File: config.mk
export PLATFORM = sky130hd
export DESIGN_NAME = execute_wb_arb
export DESIGN_NICKNAME = d
export VERILOG_FILES = /design/src/rtl/execute_wb_arb.sv
export SDC_FILE = /design/constraint.sdc
export NUM_CORES = 1
export LEC_CHECK = 0
export ABC_AREA = 0
export ABC_CLOCK_PERIOD_IN_PS = 4900
export BUFFER_PORTS_ARGS = -buffer_cell sky130_fd_sc_hd__buf_2
export CORE_AREA = 2 2 132 186
export DETAILED_ROUTE_END_ITERATION = 16
export DIE_AREA = 0 0 134 188
export PLACE_DENSITY = 0.75
export SKIP_LAST_GASP = 1
export SLEW_MARGIN = 20
export SYNTH_ARGS = -nofsm -noshare
export SYNTH_HDL_FRONTEND = slang
export SYNTH_SLANG_ARGS = --single-unit
File: constraint.sdc
create_clock -name CLK -period 4.9 [get_ports CLK]
set_input_delay 0.49 -clock CLK [delete_from_list [all_inputs] [get_ports CLK]]
set_output_delay 0.49 -clock CLK [all_outputs]
set_load 0.03 [all_outputs]
File: src/rtl/execute_wb_arb.sv
// rtl/execute_wb_arb.sv - per-channel result FIFOs arbitrated onto one writeback port
//
// Ports:
//   CLK, RST           clock, synchronous active-high reset
//   flush              discards every buffered result, drops this cycle's inputs
//   fu_valid/fu_ready  per-channel result handshake (NUM_FU bits)
//   fu_rd, fu_data     per-channel destination register (5b) and result (DATA_W), packed
//   wb_valid/wb_ready  writeback handshake
//   wb_rd, wb_data     head of the granted FIFO
//   wb_fu_id           index of the granted channel
//   fu_count           per-channel occupancy, packed (CW bits each)
module execute_wb_arb #(
    parameter int NUM_FU   = 4,
    parameter int DATA_W   = 32,
    parameter int DEPTH    = 2,
    parameter int ARB_MODE = 0,
    localparam int IDW     = (NUM_FU > 1) ? $clog2(NUM_FU) : 1,
    localparam int PW      = $clog2(DEPTH),
    localparam int CW      = PW + 1
) (
    input  logic                     CLK,
    input  logic                     RST,
    input  logic                     flush,
    input  logic [NUM_FU-1:0]        fu_valid,
    output logic [NUM_FU-1:0]        fu_ready,
    input  logic [NUM_FU*5-1:0]      fu_rd,
    input  logic [NUM_FU*DATA_W-1:0] fu_data,
    output logic                     wb_valid,
    input  logic                     wb_ready,
    output logic [4:0]               wb_rd,
    output logic [DATA_W-1:0]        wb_data,
    output logic [IDW-1:0]           wb_fu_id,
    output logic [NUM_FU*CW-1:0]     fu_count
);

    logic [4:0]        rd_mem_q   [NUM_FU][DEPTH];
    logic [DATA_W-1:0] data_mem_q [NUM_FU][DEPTH];
    logic [PW-1:0]     wptr_q [NUM_FU], wptr_d [NUM_FU];
    logic [PW-1:0]     rptr_q [NUM_FU], rptr_d [NUM_FU];
    logic [CW-1:0]     cnt_q  [NUM_FU], cnt_d  [NUM_FU];
    logic [IDW-1:0]    rr_ptr_q, rr_ptr_d;
    logic              lock_q, lock_d;
    logic [IDW-1:0]    lock_id_q, lock_id_d;

    logic [NUM_FU-1:0] req, push, pop;
    logic [IDW-1:0]    grant;
    logic              found;
    logic              wb_fire;

    always_comb begin
        for (int i = 0; i < NUM_FU; i++) begin
            req[i]      = (cnt_q[i] != '0);
            fu_ready[i] = (cnt_q[i] != CW'(DEPTH)) && !flush;
            // rd==0 results are handshaken but never stored
            push[i]     = fu_valid[i] && fu_ready[i] && (fu_rd[i*5 +: 5] != 5'd0);
            fu_count[i*CW +: CW] = cnt_q[i];
        end
    end

    assign wb_valid = (|req) && !flush;
    assign wb_fire  = wb_valid && wb_ready;

    // Once a grant has been presented and stalled, it is held in lock_id_q so a
    // newly arriving requester cannot steal the port mid-stall.
    always_comb begin
        grant = '0;
        found = 1'b0;
        if (lock_q) begin
            grant = lock_id_q;
        end else if (ARB_MODE == 1) begin
            for (int i = 0; i < NUM_FU; i++) begin
                if (!found && req[i]) begin
                    grant = IDW'(i);
                    found = 1'b1;
                end
            end
        end else begin
            for (int k = 0; k < NUM_FU; k++) begin
                if (!found && req[(int'(rr_ptr_q) + k) % NUM_FU]) begin
                    grant = IDW'((int'(rr_ptr_q) + k) % NUM_FU);
                    found = 1'b1;
                end
            end
        end
    end

    assign wb_fu_id = grant;
    assign wb_rd    = rd_mem_q[grant][rptr_q[grant]];
    assign wb_data  = data_mem_q[grant][rptr_q[grant]];

    always_comb begin
        for (int i = 0; i < NUM_FU; i++) begin
            pop[i] = wb_fire && (grant == IDW'(i));
            if (flush) begin
                cnt_d[i]  = '0;
                wptr_d[i] = '0;
                rptr_d[i] = '0;
            end else begin
                cnt_d[i]  = cnt_q[i] + CW'(push[i]) - CW'(pop[i]);
                wptr_d[i] = wptr_q[i] + PW'(push[i]);
                rptr_d[i] = rptr_q[i] + PW'(pop[i]);
            end
        end
        rr_ptr_d  = rr_ptr_q;
        if (wb_fire)
            rr_ptr_d = (grant == IDW'(NUM_FU - 1)) ? '0 : grant + IDW'(1);
        lock_d    = wb_valid && !wb_ready;
        lock_id_d = grant;
    end

    always_ff @(posedge CLK) begin
        if (RST) begin
            for (int i = 0; i < NUM_FU; i++) begin
                cnt_q[i]  <= '0;
                wptr_q[i] <= '0;
                rptr_q[i] <= '0;
            end
            rr_ptr_q  <= '0;
            lock_q    <= 1'b0;
            lock_id_q <= '0;
        end else begin
            for (int i = 0; i < NUM_FU; i++) begin
                cnt_q[i]  <= cnt_d[i];
                wptr_q[i] <= wptr_d[i];
                rptr_q[i] <= rptr_d[i];
            end
            rr_ptr_q  <= rr_ptr_d;
            lock_q    <= lock_d;
            lock_id_q <= lock_id_d;
        end
    end

    // Storage needs no reset; occupancy alone decides what is valid.
    always_ff @(posedge CLK) begin
        for (int i = 0; i < NUM_FU; i++) begin
            if (!RST && push[i]) begin
                rd_mem_q[i][wptr_q[i]]   <= fu_rd[i*5 +: 5];
                data_mem_q[i][wptr_q[i]] <= fu_data[i*DATA_W +: DATA_W];
            end
        end
    end

endmodule

Word-level counts from Yosys, hierarchy flattened
Memory sizes are Yosys's and may differ from the RTL's.
Index checks and enable logic that the tools add are counted.
Word-level totals
  register bits: 5
  bits in writable memories: 312
  bits of input ports: 156
  output and inout port bits: 52
  memories kept: 5
Cells by class
  add/sub/neg operators: 20
  order comparisons: 13
  equality and inequality tests: 7
  muxes and demuxes: 84
  bitwise operators: 20
  reductions and logical operators: 49
Memory list
  data_mem_q: depth 4, width 64, rd ports 1, clocked after Yosys merged registers in 0, write ports 4, RTL line 37  | logic [DATA_W-1:0] data_mem_q [NUM_FU][DEPTH];
  rd_mem_q: depth 4, width 10, rd ports 1, clocked after Yosys merged registers in 0, write ports 4, RTL line 36  | logic [4:0] rd_mem_q [NUM_FU][DEPTH];
  cnt_q: depth 4, width 2, rd ports 4, clocked after Yosys merged registers in 0, write ports 4, RTL line 40  | logic [CW-1:0] cnt_q [NUM_FU], cnt_d [NUM_FU];
  rptr_q: depth 4, width 1, rd ports 5, clocked after Yosys merged registers in 0, write ports 4, RTL line 39  | logic [PW-1:0] rptr_q [NUM_FU], rptr_d [NUM_FU];
  wptr_q: depth 4, width 1, rd ports 4, clocked after Yosys merged registers in 0, write ports 4, RTL line 38  | logic [PW-1:0] wptr_q [NUM_FU], wptr_d [NUM_FU];
Operators with widths (number)
  $mux W64: 4
  $mux W32: 7
  $demux W32 S1: 4
  $mux W10: 4
  $mux W1: 36
  $mux W5: 7
  $logic_and A1 B1 Y1: 30
  $mux W2: 14
  $demux W5 S1: 4
  $reduce_bool A5 Y1: 4
  $lt A3 B4 Y1 const B: 3
  $or A1 B1 Y1: 12
  $ge A2 B2 Y1 const B: 5
  $not A1 Y2: 5
  $add A1 B1 Y1: 8
  $add A2 B1 Y2: 4
  $bmux W1 S2: 4
  $lt A2 B1 Y1 const B: 4
  $ne A2 B2 Y1 const B: 4
  $reduce_bool A2 Y1: 4
  $sub A2 B1 Y2: 4
  $logic_not A1 Y1: 6
  $reduce_or A2 Y1: 3
  $add A2 B1 Y2 const B: 2
  other kinds (7): 11

Logic depth before layout (Yosys ltp)
  word-level depth: 22
  depth in mapped cells: 15
  gate-level depth less buffers: 13

Worst setup path after synthesis
Ideal clock, no wire load.
  path kind: input to register
  start point: input flush
  end point: memory data_mem_q[0][0] (netlist name), enable pin
  arrival: 4.298 ns
  required time: 4.415 ns
  slack: 0.117 ns
  stages on the path: 4
  path buffers: 1
  cells stage by stage: clkbuf_1 a21oi_1 o211ai_1 nor3b_1
RTL lines
  start: declaration: RTL line 23  | input logic flush,
  end: declaration: RTL line 37

Worst setup path after layout
  start point: register lock_q
  end point: output wb_rd[0]
Between the ends
  word-level cells in the longest chain between the ends: 6
  elaborated cells between the ends (all ways): 7
  classes of those cells: 4 x mux; 1 x bitwise; 2 x memory
RTL lines
  start: declaration: RTL line 42  | logic lock_q, lock_d;
  start signal: assignment: RTL line 128  | lock_q <= lock_d;
  $mux W2 (*): RTL line 68  | if (lock_q) begin
  $mem_v2 Z4 W1
  $not A1 Y2 (implied by the code): RTL line 88  | assign wb_rd = rd_mem_q[grant][rptr_q[grant]];
  $mux W5 (implied by the code) (*) (3 in series): RTL line 88
  end: declaration: RTL line 30  | output logic [4:0] wb_rd,
Every way passes the cells marked *; elsewhere a longest branch is shown, timed or not. The select of a mux whose other input is x is not followed.

==> results.yml <==
synth:
  ys_ff_latch: 317
  ys_seq_area_share_pct: 70.41
  async_flop_share_pct: 0
  yosys-top-cells-area: "edfxtp_1 (67%), mux2i_1 (8.6%), nand2_1 (3.5%), dfxtp_1 (3.2%), o221ai_1 (2.5%)"
  netlist_instances: 877
  synth_cell_types: 50
  synth_edf_count: 296
  synth_fp_nets: 1042
  syn_area_per_cell_sq_um: 15.07
  synth-main-ff-cell: "edfxtp_1"
  synth_area_sq_um: 13220
  yosysMostFrequentCell: "edfxtp_1"
  synth_top_area_cell: "edfxtp_1"
  ys_top_cells_by_count: "edfxtp_1 (296), nand2_1 (123), mux2i_1 (113)"
  ys_warn_count: 0
  synth_top_area_share_pct: 67.23
floorplan:
  die_h_microns: 188
  core_sq_um: 23560
  num_io_pins: 208
  dieArea_sq_um: 25190
  die_w_microns: 134
  start_util_pct: 56.12
  rows: 67
flow_run:
  max_cap_viol_count: 0
power:
  power_leakage_nw: 5.361
  power_density_nw_per_um2: 392.3
  ir_worst_vdd_mv: 0.3118
status:
  status: "finished clean"
detailed_routing:
  drc: 0
  wl_mm: 32.20
  first_pass_iters: 5
  vias: 8419
  vias_per_cell: 5.975
  drt_iter0_drc: 758
  drtAntennaViolNets: 0
  wl_per_cell_microns: 22.85
setup_path:
  crit_path_end_kind: "output port"
  cp_max_fo: 44
  worstSetupPathType: "register to output port"
  crit_chain: "inv_1 -> nand4_1 -> buf_4 -> o221ai_1 -> a221oi_1 -> buf_2"
  path_delay_family: "flip-flops"
  path_buf_inv: 3
  startpoint_type: "register"
  arrival_ns: 3.64
  crit_required_ns: 4.41
  crit_path_max_incr_delay_ns: 0.96
  critical_path.slowest_cell: "dfxtp_2"
global_route:
  grt_max_degree: 79
  grt_pass1_wl_mm: 48.19
  grt.overflow.total: 0
  grt_use_total_pct: 25.26
  grt_pass1_vias: 8523
  antenna_found_initial: 4
cts:
  clock_latency_ns: 0.55
  cts-root-buf: "clkbuf_16"
  max-clock-path-buffers: 3
  cts_hold_buffers: 0
  cts_resized: 0
  clk_pin_slew_ns: 0.07
  numCtsBuffers: 28
  cts_sinks: 317
  post_cts_buffers: 0
  cts_tree: "built"
  htree_levels: 1
sta:
  tightest_slew_ns: 0.9716
  final-setup-viol-count: 0
  fmax_mhz: 242.3
  drv_slew: 0
  slew_headroom_pct: 35.23
  setup_tns_ns: 0
  fin_crit_ns: 4.126
  skew_ns: 0.01047
  finalHoldViolCount: 0
  layout_setup_ws_ns: 0.7736
  worst_hold_slack_ns: 0.1315
  rsz0062_at_grt: "no"
  period_share_pct: 84.21
placed_design:
  pre_cts_ws_ns: 1.349
  gp_congestion: 0.8939
  portBuffers: 207
  placed_cells: 1356
  dp_hpwl_mm: 21.09
final_layout:
  fin_nets: 1241
  final_core_util_pct: 65.74
  drive_gt1_share_pct: 28.32
  layout.cells.non_filler: 1409
  syn_to_final_growth_pct: 17.14
min_path:
  hp-class: "primary input to register"
## registers in the layout, summed over array words and instances, names as in the netlist
signal      count
wptr_q          4
cnt_q           8
lock_id_q       2
rr_ptr_q        2
rd_mem_q       40
lock_q          1
data_mem_q    256
rptr_q          4
## metrics by stage
stage	power (mW)	area, sq um
floorplan	3.616	13220
global placement	3.878	14540
detailed placement	3.894	14540
CTS	6.098	15480
global route	6.255	15490
finish	6.075	15490
## worst register-to-register path, stage by stage, from the launching register on
cell and delay (ns):
dfxtp_2 0.96, nor2_1 0.11, a22oi_1 0.20, a21oi_1 0.10, nor2_4 0.31, buf_12 0.38, inv_1 0.14, ha_1 0.21
and3_1 0.19, ha_1 0.27, inv_1 0.06, ha_1 0.15, xor2_1 0.18, xnor2_1 0.14, nor2_1 0.06
## metal layers
metal | vias up | global-route usage [%] | share of wire, %
met1 | 4145 | 33.35 | 40
met2 | 369 | 42.98 | 50
met3 | 53 | 4.298 | 7.4
li1 | 3848 | - | -
met5 | - | 0 | 0.087
met4 | 4 | 7.692 | 2.5
## power breakdown
group,switching (mW),internal [mW],leakage (nW),total (mW)
Combinational,0.550,0.246,2.04,0.796
Clock,0.948,1.29,0.461,2.24
Sequential,0.0248,3.02,2.86,3.04
## placed cells by master (no fill, tap or decap), drive strengths merged, types with 4 or more instances in the layout
cell and count:
o22ai 38, buf 224, a221oi 38, o221ai 38
xor2 8, dfxtp 21, edfxtp 296, bufinv 4
or4 4, mux2i 113, nor2 20, xnor2 5
inv 18, and2 5, nor3b 4, o211ai 5
ha 9, clkinv 13, nor3 6, clkbuf 32
a21oi 47, nand2 123
## worst paths after layout
kind,endpoint,cells past startpoint,startpoint,slack [ns]
max,wb_rd[0],6,lock_q,0.77
min,data_mem_q[0][45],1,fu_data[13],0.13
max reg2reg,cnt_q[3][1],14,lock_q,1.31
min reg2reg,rptr_q[2],2,rptr_q[2],0.55
## cell type report
type                       count  area [sq um]
tap                          310         387.9
sequential                   317          9313
fill                        1670          8070
inverter                      17         68.82
multi-input combinational    488          3598
antenna                        1         2.502
clock inverter                20         202.7
clock buffer                  32         737.0
timing repair buffer         224          1176
## cells by family after synthesis
group | after synthesis | share of synthesized area (%)
DFF | 317 | 70.41
AOI/OAI and AO/OA | 179 | 10.86
and+or+nand+nor | 174 | 5.745
muxes | 113 | 8.556
buffers and inverters | 72 | 2.716
xor gates and xnor gates | 13 | 0.8613
adders and majority gates | 9 | 0.8518
Power figures use the tool's default switching activity.
